[src/rtl/vga_timing_pkg.sv]
// Shared VGA 640x480@60 timing constants and counter widths, used by the sync
// generator and by the downstream colour stage for its band thresholds.
package vga_timing_pkg;

  localparam int CNT_W = 10;
  localparam int DIV_W = 4;

  localparam int H_ACTIVE_DEF = 640;
  localparam int H_FP_DEF     = 16;
  localparam int H_SYNC_DEF   = 96;
  localparam int H_BP_DEF     = 48;
  localparam int H_TOTAL_DEF  = H_ACTIVE_DEF + H_FP_DEF + H_SYNC_DEF + H_BP_DEF;
  localparam int H_SYNC_START_DEF = H_ACTIVE_DEF + H_FP_DEF;
  localparam int H_SYNC_END_DEF   = H_SYNC_START_DEF + H_SYNC_DEF;

  localparam int V_ACTIVE_DEF = 480;
  localparam int V_FP_DEF     = 10;
  localparam int V_SYNC_DEF   = 2;
  localparam int V_BP_DEF     = 33;
  localparam int V_TOTAL_DEF  = V_ACTIVE_DEF + V_FP_DEF + V_SYNC_DEF + V_BP_DEF;
  localparam int V_SYNC_START_DEF = V_ACTIVE_DEF + V_FP_DEF;
  localparam int V_SYNC_END_DEF   = V_SYNC_START_DEF + V_SYNC_DEF;

  localparam int CLK_DIV_DEF = 2;

  // Half-open window test [lo, hi) on a counter value.
  function automatic logic in_window(input logic [CNT_W-1:0] v,
                                     input logic [CNT_W-1:0] lo,
                                     input logic [CNT_W-1:0] hi);
    return (v >= lo) && (v < hi);
  endfunction

endpackage

[src/rtl/vga_pixel_div.sv]
// Pixel clock-enable divider: tick is high for one clk every CLK_DIV clks.
// The first clk after reset only arms the divider, so counting starts from (0,0).
module vga_pixel_div
  import vga_timing_pkg::*;
#(
  parameter int CLK_DIV = CLK_DIV_DEF
) (
  input  logic clk,
  input  logic reset_n,
  output logic tick
);

  localparam logic [DIV_W-1:0] DIV_LAST = DIV_W'(CLK_DIV - 1);

  logic             run;
  logic [DIV_W-1:0] div;

  assign tick = run && (div == DIV_LAST);

  always_ff @(posedge clk) begin
    if (!reset_n) begin
      run <= 1'b0;
      div <= '0;
    end else begin
      run <= 1'b1;
      if (run) begin
        div <= (div == DIV_LAST) ? '0 : div + 1'b1;
      end
    end
  end

endmodule

[src/rtl/vga_sync_gen.sv]
// VGA raster counter with registered sync/blanking decode; decode is taken from
// the next counter values so every output changes on the same edge as x/y.
module vga_sync_gen
  import vga_timing_pkg::*;
#(
  parameter int H_ACTIVE = H_ACTIVE_DEF,
  parameter int H_FP     = H_FP_DEF,
  parameter int H_SYNC   = H_SYNC_DEF,
  parameter int H_BP     = H_BP_DEF,
  parameter int V_ACTIVE = V_ACTIVE_DEF,
  parameter int V_FP     = V_FP_DEF,
  parameter int V_SYNC   = V_SYNC_DEF,
  parameter int V_BP     = V_BP_DEF,
  parameter int CLK_DIV  = CLK_DIV_DEF
) (
  input  logic             clk,
  input  logic             reset_n,
  output logic [CNT_W-1:0] x,
  output logic [CNT_W-1:0] y,
  output logic             pixel_on,
  output logic             hsync,
  output logic             vsync,
  output logic             pixel_tick,
  output logic             frame_start
);

  localparam int H_TOTAL = H_ACTIVE + H_FP + H_SYNC + H_BP;
  localparam int V_TOTAL = V_ACTIVE + V_FP + V_SYNC + V_BP;

  localparam logic [CNT_W-1:0] H_LAST   = CNT_W'(H_TOTAL - 1);
  localparam logic [CNT_W-1:0] V_LAST   = CNT_W'(V_TOTAL - 1);
  localparam logic [CNT_W-1:0] H_VIS    = CNT_W'(H_ACTIVE);
  localparam logic [CNT_W-1:0] V_VIS    = CNT_W'(V_ACTIVE);
  localparam logic [CNT_W-1:0] HS_START = CNT_W'(H_ACTIVE + H_FP);
  localparam logic [CNT_W-1:0] HS_END   = CNT_W'(H_ACTIVE + H_FP + H_SYNC);
  localparam logic [CNT_W-1:0] VS_START = CNT_W'(V_ACTIVE + V_FP);
  localparam logic [CNT_W-1:0] VS_END   = CNT_W'(V_ACTIVE + V_FP + V_SYNC);

  logic             tick;
  logic [CNT_W-1:0] x_next;
  logic [CNT_W-1:0] y_next;
  logic             frame_wrap;

  vga_pixel_div #(
    .CLK_DIV (CLK_DIV)
  ) u_div (
    .clk     (clk),
    .reset_n (reset_n),
    .tick    (tick)
  );

  always_comb begin
    x_next     = x;
    y_next     = y;
    frame_wrap = 1'b0;
    if (tick) begin
      if (x == H_LAST) begin
        x_next = '0;
        if (y == V_LAST) begin
          y_next     = '0;
          frame_wrap = 1'b1;
        end else begin
          y_next = y + 1'b1;
        end
      end else begin
        x_next = x + 1'b1;
      end
    end
  end

  always_ff @(posedge clk) begin
    if (!reset_n) begin
      x           <= '0;
      y           <= '0;
      pixel_on    <= 1'b0;
      hsync       <= 1'b1;
      vsync       <= 1'b1;
      pixel_tick  <= 1'b0;
      frame_start <= 1'b0;
    end else begin
      x           <= x_next;
      y           <= y_next;
      pixel_on    <= (x_next < H_VIS) && (y_next < V_VIS);
      hsync       <= !in_window(x_next, HS_START, HS_END);
      vsync       <= !in_window(y_next, VS_START, VS_END);
      pixel_tick  <= tick;
      frame_start <= frame_wrap;
    end
  end

endmodule

[config.mk]
export PLATFORM = sky130hd
export DESIGN_NAME = vga_sync_gen
export DESIGN_NICKNAME = d
export VERILOG_FILES = /design/src/rtl/vga_timing_pkg.sv /design/src/rtl/vga_pixel_div.sv /design/src/rtl/vga_sync_gen.sv
export SDC_FILE = /design/constraint.sdc
export NUM_CORES = 1
export LEC_CHECK = 0
export BUFFER_PORTS_ARGS = -buffer_cell sky130_fd_sc_hd__buf_2
export CORE_MARGIN = 2
export CORE_UTILIZATION = 45
export CTS_BUF_LIST = sky130_fd_sc_hd__clkbuf_8
export DETAILED_ROUTE_END_ITERATION = 10
export PLACE_DENSITY_LB_ADDON = 0.2
export SYNTH_ARGS = -nofsm -noshare
export SYNTH_HDL_FRONTEND = slang
export SYNTH_SLANG_ARGS = --single-unit
[constraint.sdc]
create_clock -name clk -period 3.7 [get_ports clk]
set_input_delay 0 -clock clk [delete_from_list [all_inputs] [get_ports clk]]
set_output_delay 0 -clock clk [all_outputs]
set_load 0.005 [all_outputs]
==> metrics.txt <==
# TYPE chip_impl_metric gauge
chip_impl_metric{name="grt_use_met2",unit="%"} 30.4
chip_impl_metric{name="timing.reg2reg.setup_slack",unit="ps"} 1170
chip_impl_metric{name="die_h",unit="um"} 62.8
chip_impl_metric{name="areaGrowthSynthToFinish",unit="%"} 15.5
chip_impl_metric{name="buffer_ports.inserted",unit=""} 26
chip_impl_metric{name="dp_worst_setup_slack",unit="ps"} 1170
chip_impl_metric{name="global_route.usage.met1",unit="%"} 22.0
chip_impl_metric{name="top_level_ports",unit=""} 27
chip_impl_metric{name="synth-seq-area-share",unit="%"} 38.6
chip_impl_metric{name="drv_cap",unit=""} 0
chip_impl_metric{name="antenna_left",unit=""} 0
chip_impl_metric{name="p_leak",unit="nW"} 0.670
chip_impl_metric{name="globalplace.congestion",unit=""} 0.875
chip_impl_metric{name="die_w",unit="um"} 62.8
chip_impl_metric{name="timing.final.crit_period",unit="ps"} 2530
chip_impl_metric{name="design.die.area",unit="um^2"} 3940
chip_impl_metric{name="cts_hold_buf",unit=""} 0
chip_impl_info{name="end_point_of_the_critical_path",value="vsync"} 1
chip_impl_info{name="synthFlopType",value="sky130_fd_sc_hd__dfxtp_1"} 1
chip_impl_metric{name="setup_viol",unit=""} 0
chip_impl_metric{name="grt_overflow",unit=""} 0
chip_impl_metric{name="cts_post_setup_buffers_inserted",unit=""} 0
chip_impl_info{name="rsz_0062_raised_after_global_routing",value="false"} 1
chip_impl_metric{name="post_synth_instance_area",unit="um^2"} 1560
chip_impl_metric{name="placeableCoreArea",unit="um^2"} 3340
chip_impl_info{name="layout_common_cells",value="30 x sky130_fd_sc_hd__dfxtp_1, 26 x sky130_fd_sc_hd__buf_2, 19 x sky130_fd_sc_hd__nor2_1"} 1
chip_impl_metric{name="detailedPlacementHpwl",unit="um"} 2440
chip_impl_metric{name="worst_ep_arrival_time",unit="ps"} 2670
chip_impl_metric{name="multi_input_area",unit="um^2"} 907
chip_impl_info{name="layer_with_the_highest_usage",value="met2"} 1
chip_impl_metric{name="timing.fmax",unit="MHz"} 395
chip_impl_metric{name="first_global_vias",unit=""} 1305
chip_impl_metric{name="layout_worst_path_cycle_share",unit="%"} 68.4
chip_impl_info{name="hold_path_class",value="in2reg"} 1
chip_impl_metric{name="clock_slew_at_reported_path_ffs",unit="ps"} 60
chip_impl_metric{name="postLayoutSetupSlackWorst",unit="ps"} 1170
chip_impl_metric{name="number_of_gates_given_a_new_drive_strength_after_cts",unit=""} 0
chip_impl_metric{name="worst_skew_pair.late_latency",unit="ps"} 270
chip_impl_metric{name="drt-vias-per-instance",unit=""} 5.45
chip_impl_info{name="status",value="completed"} 1
chip_impl_metric{name="wire_per_inst",unit="um"} 13.1
chip_impl_info{name="r2r_end",value="vsync"} 1
chip_impl_metric{name="postLayoutCellArea",unit="um^2"} 1800
chip_impl_metric{name="tritoncts_num_sinks",unit=""} 30
chip_impl_metric{name="grt_pass1_wl",unit="um"} 5790
chip_impl_metric{name="groute.usage.overall",unit="%"} 18.3
chip_impl_metric{name="final.setup.tns",unit="ps"} 0
chip_impl_metric{name="crit_path_max_fanout",unit=""} 14
chip_impl_metric{name="max_slew_margin",unit="%"} 57.4
chip_impl_metric{name="dr.pass1.iters",unit=""} 4
chip_impl_metric{name="detail_route.wirelength",unit="um"} 3250
chip_impl_metric{name="synth_nets",unit=""} 182
chip_impl_metric{name="final.fill_count",unit=""} 327
chip_impl_info{name="cp-start-kind",value="flop"} 1
chip_impl_info{name="tritoncts",value="built"} 1
chip_impl_metric{name="iter_0_drt_violations",unit=""} 42
chip_impl_metric{name="synth-edff-count",unit=""} 0
chip_impl_info{name="clk_root_buffer_cell",value="sky130_fd_sc_hd__clkbuf_8"} 1
chip_impl_metric{name="core.rowCount",unit=""} 21
chip_impl_metric{name="post-route-drc-count",unit=""} 0
chip_impl_metric{name="sequential_cell_area",unit="um^2"} 601
chip_impl_metric{name="async_reset_ff_share",unit="%"} 0
chip_impl_metric{name="fin_worst_skew",unit="ps"} 5.31
chip_impl_info{name="criticalPathCategory",value="reg2reg"} 1
chip_impl_metric{name="grtUsageMet3",unit="%"} 5.77
chip_impl_metric{name="hold_viol",unit=""} 0
chip_impl_metric{name="antenna-diode-count",unit=""} 0
chip_impl_metric{name="ir_worst_vdd",unit="V"} 0.000311
chip_impl_metric{name="clock_path_buffers",unit=""} 2
chip_impl_info{name="regToRegStartpoint",value="x[0]"} 1
chip_impl_info{name="mostFrequentLayoutCell",value="sky130_fd_sc_hd__dfxtp_1"} 1
chip_impl_metric{name="drive_gt1_share",unit="%"} 19.8
chip_impl_metric{name="htree_levels",unit=""} 2
chip_impl_metric{name="pwr_density_cell",unit="nW/um^2"} 334
chip_impl_metric{name="initial_antenna_violation_count",unit=""} 0
chip_impl_metric{name="ffs_latches_synth",unit=""} 30
chip_impl_metric{name="grt_max_degree",unit=""} 20
chip_impl_metric{name="dr_total_vias",unit=""} 1351
chip_impl_metric{name="synthesis.instances",unit=""} 177
chip_impl_metric{name="average_instance_area_after_synthesis",unit="um^2"} 8.79
chip_impl_metric{name="worstRegToRegCells",unit=""} 7
chip_impl_metric{name="synth.yosys.warnings",unit=""} 0
chip_impl_metric{name="finalMaxSlewViolations",unit=""} 0
chip_impl_metric{name="worst-slew-pin-transition",unit="ps"} 634
chip_impl_metric{name="numCtsBuffers",unit=""} 5
chip_impl_metric{name="synth.lib_cells_used.distinct",unit=""} 42
chip_impl_metric{name="placed_standard_cell_area",unit="um^2"} 1710
chip_impl_metric{name="final_nets",unit=""} 208
chip_impl_metric{name="required",unit="ps"} 3840
chip_impl_info{name="critPathCaptureType",value="flop"} 1
chip_impl_info{name="start_point_of_the_critical_path",value="x[0]"} 1
chip_impl_metric{name="initial_core_util",unit="%"} 46.6
critical path, stage by stage (launching register included):
cell,delay (ps)
sky130_fd_sc_hd__dfxtp_1,410
sky130_fd_sc_hd__ha_1,220
sky130_fd_sc_hd__nand2b_1,70
sky130_fd_sc_hd__or4_1,790
sky130_fd_sc_hd__nor4_4,340
sky130_fd_sc_hd__xnor2_1,120
sky130_fd_sc_hd__a311oi_2,300
sky130_fd_sc_hd__nand4b_1,130
cell type report:
class	instances	area share, %
clock buffer	6	4.60
inverter	5	1.04
multi-input combinational	135	50.5
sequential	30	33.4
tap	46	3.20
timing repair buffer	26	7.24
worst min path at each step:
stage | from | end | slack (ps) | cells after the start
2_1_floorplan | reset_n | u_div.run | 30 | 0
3_3_place_gp | reset_n | u_div.run | 300 | 1
3_5_place_dp | reset_n | u_div.run | 290 | 1
4_1_cts | reset_n | u_div.run | 0.04 | 1
5_1_grt | reset_n | u_div.run | 20 | 1
6_report | reset_n | u_div.run | 10 | 1
state kept, by name, summed over array words and instances, names as in the netlist:
name,flops
x,10
y,10
u_div.div,4
frame_start,1
hsync,1
pixel_on,1
pixel_tick,1
u_div.run,1
vsync,1
per-stage QoR:
step / util (%) / hold slack [ps] / power, mW / cells
finish: 53.8 / 11.8 / 0.600 / 248
global route: 53.8 / 15.6 / 0.625 / 248
CTS: 53.8 / 0.0420 / 0.610 / 248
detailed placement: 51.4 / 294 / 0.357 / 242
global placement: 51.4 / 299 / 0.356 / 242
floorplan: - / 27.7 / 0.350 / 177
logic make-up (layout without fill, tap and decap cells):
kind of cell,count (synthesis),count (layout),synth area share [%]
AND/OR/NAND/NOR,92,92,35.9
adder cells (fa/ha/maj),3,3,2.41
buffers and inverters,12,37,3.06
flip-flops,30,30,38.6
AO/OA/AOI/OAI,19,19,8.13
XOR/XNOR,20,20,11.3
multiplexers,1,1,0.644
synth_stat cells, types with 2 or more instances:
cell / instances / area share, %
sky130_fd_sc_hd__dfxtp_1: 30 / 39
sky130_fd_sc_hd__nor2_1: 19 / 4.6
sky130_fd_sc_hd__xnor2_1: 14 / 7.9
sky130_fd_sc_hd__and2_1: 12 / 4.8
sky130_fd_sc_hd__nand2_1: 11 / 2.7
sky130_fd_sc_hd__nand3_1: 8 / 2.6
sky130_fd_sc_hd__o21ai_0: 7 / 2.3
sky130_fd_sc_hd__xor2_1: 6 / 3.4
sky130_fd_sc_hd__inv_1: 5 / 1.2
sky130_fd_sc_hd__nand3b_1: 5 / 2.4
sky130_fd_sc_hd__nand4_1: 5 / 2.0
sky130_fd_sc_hd__nor2b_1: 5 / 2.0
sky130_fd_sc_hd__nor3_1: 5 / 1.6
sky130_fd_sc_hd__a21oi_1: 4 / 1.3
sky130_fd_sc_hd__clkbuf_1: 4 / 0.97
sky130_fd_sc_hd__ha_1: 3 / 2.4
sky130_fd_sc_hd__nand2b_1: 3 / 1.2
sky130_fd_sc_hd__nor4_1: 3 / 1.2
sky130_fd_sc_hd__buf_2: 2 / 0.64
sky130_fd_sc_hd__nand4b_1: 2 / 1.1
sky130_fd_sc_hd__or2_2: 2 / 0.80
sky130_fd_sc_hd__or3_1: 2 / 0.80
layer usage:
metal	vias up	part of all wire (%)
li1	661	-
met1	632	45
met2	49	48
met3	9	5.1
met4	0	2.1
met5	-	0
power breakdown:
| group | leakage, nW | total [mW] | internal, mW | switching, mW |
|---|---|---|---|---|
| sequential | 0.243 | 0.332 | 0.327 | 0.00492 |
| clock | 0.0431 | 0.250 | 0.143 | 0.107 |
| combinational | 0.384 | 0.0175 | 0.00755 | 0.00990 |
Note: power is estimated with default switching activity, not from simulation.
